[config.mk]
export PLATFORM = sky130hd
export DESIGN_NAME = sa_autosa_rubik_dr2drc_pack
export DESIGN_NICKNAME = d
export VERILOG_FILES = /design/src/rtl/sa_autosa_rubik_pkg.sv /design/src/rtl/sa_autosa_rubik_lane_fifo.sv /design/src/rtl/sa_autosa_rubik_dr2drc_pack.sv
export SDC_FILE = /design/constraint.sdc
export NUM_CORES = 2
export LEC_CHECK = 0
export CAP_MARGIN = 20
export CORE_MARGIN = 5
export CORE_UTILIZATION = 40
export CTS_BUF_LIST = sky130_fd_sc_hd__clkbuf_2 sky130_fd_sc_hd__clkbuf_4 sky130_fd_sc_hd__clkbuf_8
export DETAILED_ROUTE_END_ITERATION = 10
export GPL_TIMING_DRIVEN = 0
export HOLD_SLACK_MARGIN = 0.06
export PLACE_DENSITY = 0.61
export SLEW_MARGIN = 10
export SYNTH_ARGS = -nofsm -noshare
export SYNTH_HDL_FRONTEND = slang
export SYNTH_MEMORY_MAX_BITS = 65536
export SYNTH_SLANG_ARGS = --single-unit
[constraint.sdc]
create_clock -name autosa_core_clk -period 56.3 [get_ports autosa_core_clk]
set_input_delay 5.63 -clock autosa_core_clk [delete_from_list [all_inputs] [get_ports autosa_core_clk]]
set_output_delay 5.63 -clock autosa_core_clk [all_outputs]
set_load 0.02 [all_outputs]
[src/rtl/sa_autosa_rubik_pkg.sv]
// Shared types and helpers for the Rubik read-response lane splitter/packer.
package sa_autosa_rubik_pkg;

  localparam int LANE_W_DFLT = 256;
  localparam int LANE_ENT_W  = LANE_W_DFLT + 1;

  typedef enum logic [1:0] {
    BYP   = 2'd0,
    PACK  = 2'd1,
    FLUSH = 2'd2
  } state_e;

  function automatic int popcount(input logic [31:0] m);
    int c;
    c = 0;
    for (int i = 0; i < 32; i++) c += int'(m[i]);
    return c;
  endfunction

  function automatic int rot_idx(input int base, input int off, input int lanes);
    return (base + off) % lanes;
  endfunction

endpackage

[src/rtl/sa_autosa_rubik_lane_fifo.sv]
// Single-lane FIFO with registered full/empty; ready depends only on the
// occupancy at the start of the cycle, so a full FIFO never passes through.
module sa_autosa_rubik_lane_fifo #(
  parameter int WIDTH = 257,
  parameter int DEPTH = 8
) (
  input  logic             clk,
  input  logic             rst_n,
  input  logic [31:0]      pwrbus_ram_pd,
  input  logic             in_vld,
  output logic             in_rdy,
  input  logic [WIDTH-1:0] in_pd,
  output logic             out_vld,
  input  logic             out_rdy,
  output logic [WIDTH-1:0] out_pd
);
  localparam int AW = $clog2(DEPTH);

  logic [WIDTH-1:0] mem_q [DEPTH];
  logic [AW-1:0]    wr_ptr_q, rd_ptr_q;
  logic [AW:0]      cnt_q, cnt_d;
  logic             full_q, empty_q;
  logic             push, pop;
  logic             unused_pd;

  // Power-down hint is not used by the flop-based storage.
  assign unused_pd = ^pwrbus_ram_pd;

  assign in_rdy  = ~full_q;
  assign out_vld = ~empty_q;
  assign push    = in_vld & ~full_q;
  assign pop     = out_rdy & ~empty_q;
  assign out_pd  = mem_q[rd_ptr_q];
  assign cnt_d   = cnt_q + {{AW{1'b0}}, push} - {{AW{1'b0}}, pop};

  always_ff @(posedge clk or negedge rst_n) begin
    if (!rst_n) begin
      wr_ptr_q <= '0;
      rd_ptr_q <= '0;
      cnt_q    <= '0;
      full_q   <= 1'b0;
      empty_q  <= 1'b1;
    end else begin
      if (push) wr_ptr_q <= wr_ptr_q + AW'(1);
      if (pop)  rd_ptr_q <= rd_ptr_q + AW'(1);
      cnt_q   <= cnt_d;
      full_q  <= (cnt_d == (AW+1)'(DEPTH));
      empty_q <= (cnt_d == '0);
    end
  end

  always_ff @(posedge clk) begin
    if (push) mem_q[wr_ptr_q] <= in_pd;
  end

endmodule

[src/rtl/sa_autosa_rubik_dr2drc_pack.sv]
// Splits masked read responses into per-lane FIFOs (bypass keeps alignment,
// pack compacts valid lanes via a rotor) and joins the lane heads into beats.
module sa_autosa_rubik_dr2drc_pack
  import sa_autosa_rubik_pkg::*;
#(
  parameter int LANES  = 2,
  parameter int LANE_W = LANE_W_DFLT,
  parameter int DEPTH  = 8
) (
  input  logic                        autosa_core_clk,
  input  logic                        autosa_core_rstn,
  input  logic [31:0]                 pwrbus_ram_pd,
  input  logic                        cfg_pack_en,
  input  logic                        cfg_flush,
  output logic                        flush_done,
  input  logic                        rd_rsp_vld,
  output logic                        rd_rsp_rdy,
  input  logic [LANES*(LANE_W+1)-1:0] rd_rsp_pd,
  output logic                        data_fifo_vld,
  input  logic                        data_fifo_rdy,
  output logic [LANES*LANE_W-1:0]     data_fifo_pd,
  output logic [LANES-1:0]            data_fifo_mask,
  output logic                        rd_cdt_lat_fifo_pop
);
  localparam int ENT_W = LANE_W + 1;
  localparam int RW    = $clog2(LANES);

  state_e               state_q, state_d;
  logic [RW-1:0]        rotor_q, rotor_d;
  logic                 rdy_en_q;
  logic                 flush_done_q, flush_done_d;
  logic [LANES-1:0]     mask_in;
  logic [LANES*LANE_W-1:0] data_in;
  logic [LANES-1:0]     push, fifo_rdy, fifo_vld;
  logic [ENT_W-1:0]     push_ent [LANES];
  logic [ENT_W-1:0]     head     [LANES];
  logic                 acc, pop, flush_ok;
  int                   k;

  assign mask_in = rd_rsp_pd[LANES*(LANE_W+1)-1 -: LANES];
  assign data_in = rd_rsp_pd[LANES*LANE_W-1:0];

  // Ready is built only from registered state, never from data_fifo_rdy.
  assign rd_rsp_rdy          = rdy_en_q & (state_q != FLUSH) & (&fifo_rdy);
  assign acc                 = rd_rsp_vld & rd_rsp_rdy;
  assign data_fifo_vld       = &fifo_vld;
  assign pop                 = data_fifo_vld & data_fifo_rdy;
  assign rd_cdt_lat_fifo_pop = pop;
  assign flush_done          = flush_done_q;

  always_comb begin
    flush_ok = 1'b1;
    for (int f = 0; f < LANES; f++) begin
      if (f >= int'(rotor_q) && !fifo_rdy[f]) flush_ok = 1'b0;
    end
  end

  always_comb begin
    logic [RW-1:0] dest;
    int            c;
    push         = '0;
    for (int f = 0; f < LANES; f++) push_ent[f] = '0;
    dest         = '0;
    c            = 0;
    k            = popcount(32'(mask_in));
    rotor_d      = rotor_q;
    state_d      = state_q;
    flush_done_d = 1'b0;
    case (state_q)
      BYP: begin
        if (acc) begin
          for (int f = 0; f < LANES; f++) begin
            push[f]     = 1'b1;
            push_ent[f] = mask_in[f] ? {1'b1, data_in[f*LANE_W +: LANE_W]} : '0;
          end
        end
        if (cfg_pack_en) state_d = PACK;
      end
      PACK: begin
        if (acc) begin
          for (int i = 0; i < LANES; i++) begin
            if (mask_in[i]) begin
              dest           = RW'(rot_idx(int'(rotor_q), c, LANES));
              push[dest]     = 1'b1;
              push_ent[dest] = {1'b1, data_in[i*LANE_W +: LANE_W]};
              c++;
            end
          end
          rotor_d = RW'(rot_idx(int'(rotor_q), k, LANES));
        end
        // Decisions look at the post-accept rotor so a partial beat is never stranded.
        if (cfg_flush) begin
          if (rotor_d != '0) state_d = FLUSH;
          else               flush_done_d = 1'b1;
        end else if (!cfg_pack_en && rotor_d == '0) begin
          state_d = BYP;
        end
      end
      FLUSH: begin
        if (flush_ok) begin
          for (int f = 0; f < LANES; f++) begin
            if (rotor_q != '0 && f >= int'(rotor_q)) push[f] = 1'b1;
          end
          rotor_d      = '0;
          flush_done_d = 1'b1;
          state_d      = cfg_pack_en ? PACK : BYP;
        end
      end
      default: state_d = BYP;
    endcase
  end

  always_ff @(posedge autosa_core_clk or negedge autosa_core_rstn) begin
    if (!autosa_core_rstn) begin
      state_q      <= BYP;
      rotor_q      <= '0;
      rdy_en_q     <= 1'b0;
      flush_done_q <= 1'b0;
    end else begin
      state_q      <= state_d;
      rotor_q      <= rotor_d;
      rdy_en_q     <= 1'b1;
      flush_done_q <= flush_done_d;
    end
  end

  for (genvar g = 0; g < LANES; g++) begin : g_lane
    sa_autosa_rubik_lane_fifo #(
      .WIDTH(ENT_W),
      .DEPTH(DEPTH)
    ) u_fifo (
      .clk          (autosa_core_clk),
      .rst_n        (autosa_core_rstn),
      .pwrbus_ram_pd(pwrbus_ram_pd),
      .in_vld       (push[g]),
      .in_rdy       (fifo_rdy[g]),
      .in_pd        (push_ent[g]),
      .out_vld      (fifo_vld[g]),
      .out_rdy      (pop),
      .out_pd       (head[g])
    );

    assign data_fifo_pd[g*LANE_W +: LANE_W] = data_fifo_vld ? head[g][LANE_W-1:0] : '0;
    assign data_fifo_mask[g]                = data_fifo_vld & head[g][LANE_W];
  end

endmodule

---- Word level (Yosys, flattened, before mapping) ----
Memories as Yosys holds them, arrays and structs flattened.
Cells that the tools add are included.
operators by class
  $add $sub $neg .......................... 11
  $mul .................................... 0
  divide/modulo/power cells ............... 0
  magnitude comparators ................... 9
  equality and inequality tests ........... 9
  shift-type cells ........................ 0
  mux-type cells .......................... 54
  bitwise operators ....................... 19
  reduce and logical (&&, ||, !) cells .... 16
operator list
  kind                                                                  number
  514-bit 2-to-1 mux                                                    6
  257-bit 2-to-1 mux                                                    4
  514-bit one-hot mux with 2 select lines                               1
  514-bit AND                                                           1
  514-bit bitwise mux                                                   1
  257-bit demux with 1-bit select                                       2
  256-bit 2-to-1 mux                                                    2
  2-bit 2-to-1 mux                                                      12
  1-bit 2-to-1 mux                                                      20
  3-bit by 1-bit adder with 3-bit output, second input constant         4
  2-bit one-hot mux with 3 select lines                                 2
  1-bit AND                                                             10
  4-bit by 1-bit adder with 4-bit output                                2
  4-bit == test, second input constant                                  2
  4-bit logical NOT                                                     2
  4-bit by 1-bit subtractor with 4-bit output                           2
  1-bit logical AND                                                     7
  2-bit != test, second input constant                                  3
  3-bit != test, second input constant                                  2
  2-bit AND reduction                                                   3
  1-bit inverter                                                        5
  2-bit greater-or-equal comparator, second input constant              2
  1-bit by 2-bit < comparator with 1-bit output, second input constant  2
  2-bit by 1-bit < comparator with 1-bit output, second input constant  2
  13 further kinds                                                      19
storage, ports and cells
  flip-flop bits (word level) ............. 29
  latch bits .............................. 0
  memory bits (writable) .................. 4112
  bits in read-only memories .............. 0
  input port bits ......................... 552
  output and inout bits ................... 518
  word-level logic and storage cells ...... 134
  memories ................................ 2
memory list
  memory                  words  width  rd ports  clocked after Yosys merged registers in  wr ports  RTL line                         text
  g_lane[0].u_fifo.mem_q  8      257    1         0                                        1         sa_autosa_rubik_lane_fifo.sv:19  logic [WIDTH-1:0] mem_q [DEPTH];
  g_lane[1].u_fifo.mem_q  8      257    1         0                                        1         sa_autosa_rubik_lane_fifo.sv:19

---- Longest topological paths before layout ----
  depth after elaboration ................. 19
  gate-level depth with buffers ........... 15
  depth with buffers taken out ............ 12

---- Hierarchy ----
From an unflattened synthesis, not the netlist that was laid out.
second synthesis, totals
  cells, all modules ...................... 7443
  area, all modules ....................... 165108.4 µm²
by module, submodules not included
  module                                        times used  cells an instance  area an instance (µm²)  seq. area each (µm²)
  sa_autosa_rubik_lane_fifo (g_lane[1].u_fifo)  1           3030               77700.8                 62040.8
  sa_autosa_rubik_lane_fifo (g_lane[0].u_fifo)  1           3030               77699.5                 62040.8
  sa_autosa_rubik_dr2drc_pack                   1           1383               9708.1                  125.1

---- Least setup slack after synthesis ----
OpenSTA, ideal clock, no wires.
  path kind ............................... input to register
  from .................................... in rd_rsp_pd[512]
  to ...................................... mem g_lane[0].u_fifo.mem_q[4][0] (enable)
  setup time .............................. 1.594 ns
  arrival ................................. 33.501 ns
  data required time ...................... 54.706 ns
  path slack .............................. 21.205 ns
  stages on the path ...................... 9
  buffers on the path ..................... 3
  path through ............................ clkbuf_1 -> clkbuf_1 -> clkbuf_1 -> inv_1 -> ha_1 -> nor2b_1 -> o2111ai_1 -> a211o_1 -> nor4b_1
between the ends
  longest elaborated chain between the ends .. 15
  elaborated cells between the ends (all ways) .. 19
  classes of those cells .................. add/sub: 1; order compare: 2; mux: 13; bitwise: 2; reduce/logical: 1
RTL lines
  what                                                                                                                      RTL line                           text
  start: declaration                                                                                                        sa_autosa_rubik_dr2drc_pack.sv:18  input logic [LANES*(LANE_W+1)-1:0] rd_rsp_pd,
  1-bit 2-to-1 mux                                                                                                          sa_autosa_rubik_dr2drc_pack.sv:82  if (mask_in[i]) begin
  1-bit 2-to-1 mux                                                                                                          sa_autosa_rubik_dr2drc_pack.sv:80  if (acc) begin
  1-bit 2-to-1 mux                                                                                                          sa_autosa_rubik_dr2drc_pack.sv:69  case (state_q)
  1-bit adder                                                                                                               sa_autosa_rubik_pkg.sv:21          return (base + off) % lanes;
  1-bit by 2-bit < comparator with 1-bit output (implied by the code) or 1-bit greater-or-equal comparator (tied branches)  sa_autosa_rubik_dr2drc_pack.sv:84  push[dest] = 1'b1;
  1-bit logical AND (implied by the code)                                                                                   sa_autosa_rubik_dr2drc_pack.sv:84
  1-bit 2-to-1 mux (implied by the code)                                                                                    sa_autosa_rubik_dr2drc_pack.sv:84
  1-bit demux with 1-bit select                                                                                             sa_autosa_rubik_dr2drc_pack.sv:84
  2-bit bitwise OR (no line)                                                                                                n/a
  2-bit 2-to-1 mux *                                                                                                        sa_autosa_rubik_dr2drc_pack.sv:82
  2-bit 2-to-1 mux *                                                                                                        sa_autosa_rubik_dr2drc_pack.sv:80
  2-bit one-hot mux with 3 select lines *                                                                                   sa_autosa_rubik_dr2drc_pack.sv:69
  1-bit AND *                                                                                                               sa_autosa_rubik_lane_fifo.sv:31    assign push = in_vld & ~full_q;
  1-bit 2-to-1 mux *                                                                                                        sa_autosa_rubik_lane_fifo.sv:53    if (push) mem_q[wr_ptr_q] <= in_pd;
  1-bit 2-to-1 mux (implied by the code) *                                                                                  sa_autosa_rubik_lane_fifo.sv:53
  end: declaration                                                                                                          sa_autosa_rubik_lane_fifo.sv:19
Every way passes the cells marked *; elsewhere a longest branch is shown, timed or not. The select of a mux whose other input is x is not followed.

---- Final worst setup path ----
  from .................................... in data_fifo_rdy
  to ...................................... out rd_cdt_lat_fifo_pop
between the ends
  longest elaborated chain between the ends .. 1
RTL lines
  what                RTL line                           text
  start: declaration  sa_autosa_rubik_dr2drc_pack.sv:20  input logic data_fifo_rdy,
  1-bit AND           sa_autosa_rubik_dr2drc_pack.sv:47  assign pop = data_fifo_vld & data_fifo_rdy;
  end: declaration    sa_autosa_rubik_dr2drc_pack.sv:23  output logic rd_cdt_lat_fifo_pop
No other way between the ends.

==> flow_metrics.tcl <==
set metrics [dict create \
    p_leak_uw 0.06703 \
    synth_nets 8525 \
    clockRootBuffer "clkbuf_8" \
    place_congestion 0.9162 \
    syn_avg_cell_area_um2 20.74 \
    final_hold_viol_count 0 \
    place_ws_ps 42760 \
    postSynth.asyncResetShare_pct 0.7003 \
    final_cell_mix "4112 x edfxtp_1, 1036 x clkdlybuf4s50_1, 1028 x mux4_2" \
    finalCritPeriodShare_pct 24.14 \
    die_x_um 652.1 \
    rrSetupSlack_ps 50880 \
    period_needed_ps 13590 \
    start_util_pct 40.21 \
    final_max_slew_viol_count 0 \
    worstSetupPathType "input port to output pin" \
    status "completed" \
    synth_cell_types 50 \
    syn_area_um2 164900 \
    htreeDepth 6 \
    reg2reg_depth 18 \
    final-setup-viol-count 0 \
    clkPwrFrac_pct 24.3 \
    syn_to_final_growth_pct 22.73 \
    track_usage_pct 27.33 \
    postCtsResizedCells 0 \
    num_io_pins 1070 \
    irDropWorstVdd_mv 0.04206 \
    core_area_um2 410200 \
    crit_path_start_kind "input port" \
    cp-end-kind "output pin" \
    grt_max_degree 30 \
    power_frac_comb_pct 40.4 \
    via_per_inst 5.950 \
    synthFlopType "edfxtp_1" \
    yosysWarningCount 0 \
    numClockSinks 4141 \
    final_nets 10920 \
    power_density_nw_per_um2 52.15 \
    overflow 0 \
    insertion_delay_ps 1240 \
    cts_buffers 667 \
    hold_path_depth 1 \
    rsz0062_at_grt "no" \
    drt-initial-drc-count 12820 \
    dp_hpwl_mm 452.9 \
    portBuffers 1037 \
    setup_ws_ps 42710 \
    fp.dieH_um 652.1 \
    final_layout_size_suffix_gt1_share_pct 27.54 \
    cts.reportedPaths.clkPinSlew_ps 50 \
    vias 97940 \
    p_int_uw 6683 \
    tightest_slew_ps 1261 \
    grt_pass1_wl_mm 801.4 \
    synth-edff-count 4112 \
    p_sw_uw 3873 \
    mostFrequentLayoutCell "edfxtp_1" \
    swShare_pct 36.69 \
    holdCritPathClass "register to register" \
    cp.required_ps 50670 \
    antenna_found_initial 206 \
    timing.fmax_mhz 73.59 \
    synth-seq-cells 4141 \
    wl_per_cell_um 36.29 \
    drc 0 \
    syn_inst 7951 \
    cp.arrival_ps 7960 \
    grt_pass1_vias 96420 \
    ant_nets 0 \
    pwr-share-seq_pct 35.3 \
    fin_tns_setup_ps 0 \
    first_pass_iters 6 \
    hold_slack_ps 512.5 \
    timing.slew.headroom_pct 15.94 \
    std_cell_rows 235 \
    clock_skew_ps 68.01 \
    seq_area_frac_synth_pct 75.31 \
    post_cts_buffers 0 \
    cap_violations 0 \
    cts_tree "yes" \
    finalWirelength_mm 597.4 \
    hold_buffers 0 \
    worstPathMaxFanout 7 \
    dieArea_um2 425300 \
    cts_buffer_depth 4 \
    finalPower_uw 10560 \
]
registers in the layout, indices dropped and copies added, names as in the netlist, 2 cells and up:
name and flops:
g_lane.u_fifo.cnt_q 8, g_lane.u_fifo.empty_q 2, g_lane.u_fifo.full_q 2, g_lane.u_fifo.mem_q 4112, g_lane.u_fifo.rd_ptr_q 6, g_lane.u_fifo.wr_ptr_q 6
state_q 2
cell usage after synthesis, types with 4 or more instances:
library cell | n | area, µm²
nor2b_1 | 9 | 56.30
buf_2 | 164 | 820.8
mux2i_1 | 516 | 5165
nor2_1 | 524 | 1967
a32oi_1 | 256 | 2242
edfxtp_1 | 4112 | 123500
nor3_1 | 4 | 20.02
dfrtp_1 | 27 | 675.7
a21oi_1 | 4 | 20.02
nor3b_1 | 7 | 52.55
o21ai_0 | 4 | 20.02
inv_1 | 26 | 97.59
xnor2_1 | 13 | 113.9
o22ai_1 | 257 | 1608
o2bb2ai_1 | 256 | 2242
mux4_2 | 1028 | 23150
nand2_1 | 277 | 1040
ha_1 | 20 | 250.2
clkbuf_1 | 328 | 1231
buf_1 | 79 | 296.5
through the flow:
stage	utilization, %	instances	area (µm²)
3_3_place_gp	44.40	14440	182100
4_1_cts	49.18	16280	201700
2_1_floorplan	-	7951	164900
3_5_place_dp	46.00	15080	188700
5_1_grt	49.32	16420	202300
6_report	49.35	16460	202400
power by group through the flow:
stage,clock (µW),combinational [µW],sequential (µW)
final,2560,4260,3730
after floorplan,0,2210,3930
after CTS,2600,4280,3730
after global routing,2740,4420,3740
after detailed placement,0,4260,3800
after global placement,0,4130,4140
area by class of cell:
type	instances	area, µm²
Clock inverter	300	2034
Antenna cell	137	342.8
Inverter	27	101.3
Tap cell	5451	6820
Buffer	573	2425
Fill cell	33420	207700
Timing Repair Buffer	1722	17140
Clock buffer	900	10980
Multi-Input combinational cell	3210	38370
Sequential cell	4141	124200
cell families after synthesis:
family | Yosys count | share of synthesized area [%]
DFF | 4141 | 75.31
AOI/OAI and AO/OA | 789 | 3.785
adders and majority gates | 22 | 0.1760
and+or+nand+nor | 837 | 1.974
buffers and inverters | 600 | 1.495
muxes | 1546 | 17.18
xor gates and xnor gates | 15 | 0.07965
other | 1 | 0.002274
worst paths after layout:
| kind | from | end |
|---|---|---|
| min | g_lane[1].u_fifo.wr_ptr_q[0] | g_lane[1].u_fifo.wr_ptr_q[0] |
| max reg2reg | state_q[0] | g_lane[0].u_fifo.mem_q[1][120] |
| max | data_fifo_rdy | rd_cdt_lat_fifo_pop |
| max in group asynchronous | autosa_core_rstn | g_lane[1].u_fifo.cnt_q[0] |
| min reg2reg | g_lane[1].u_fifo.wr_ptr_q[0] | g_lane[1].u_fifo.wr_ptr_q[0] |
| min in group asynchronous | autosa_core_rstn | g_lane[1].u_fifo.rd_ptr_q[2] |
metal layers:
metal | share of wire (%) | track usage [%] | wire length, µm | vias to the layer above
met4 | 6.7 | 16.36 | 40010 | 22
met3 | 11 | 7.514 | 64750 | 1318
met5 | 0.024 | 0 | 146 | -
li1 | - | - | - | 38600
met1 | 37 | 35.81 | 222600 | 51630
met2 | 45 | 40.89 | 269900 | 6367
critical path: stages:
cell and delay (ps):
clkdlybuf4s50_1 470, nand2_1 430, inv_1 530, clkdlybuf4s50_1 870
(Power assumes the default switching activity.)
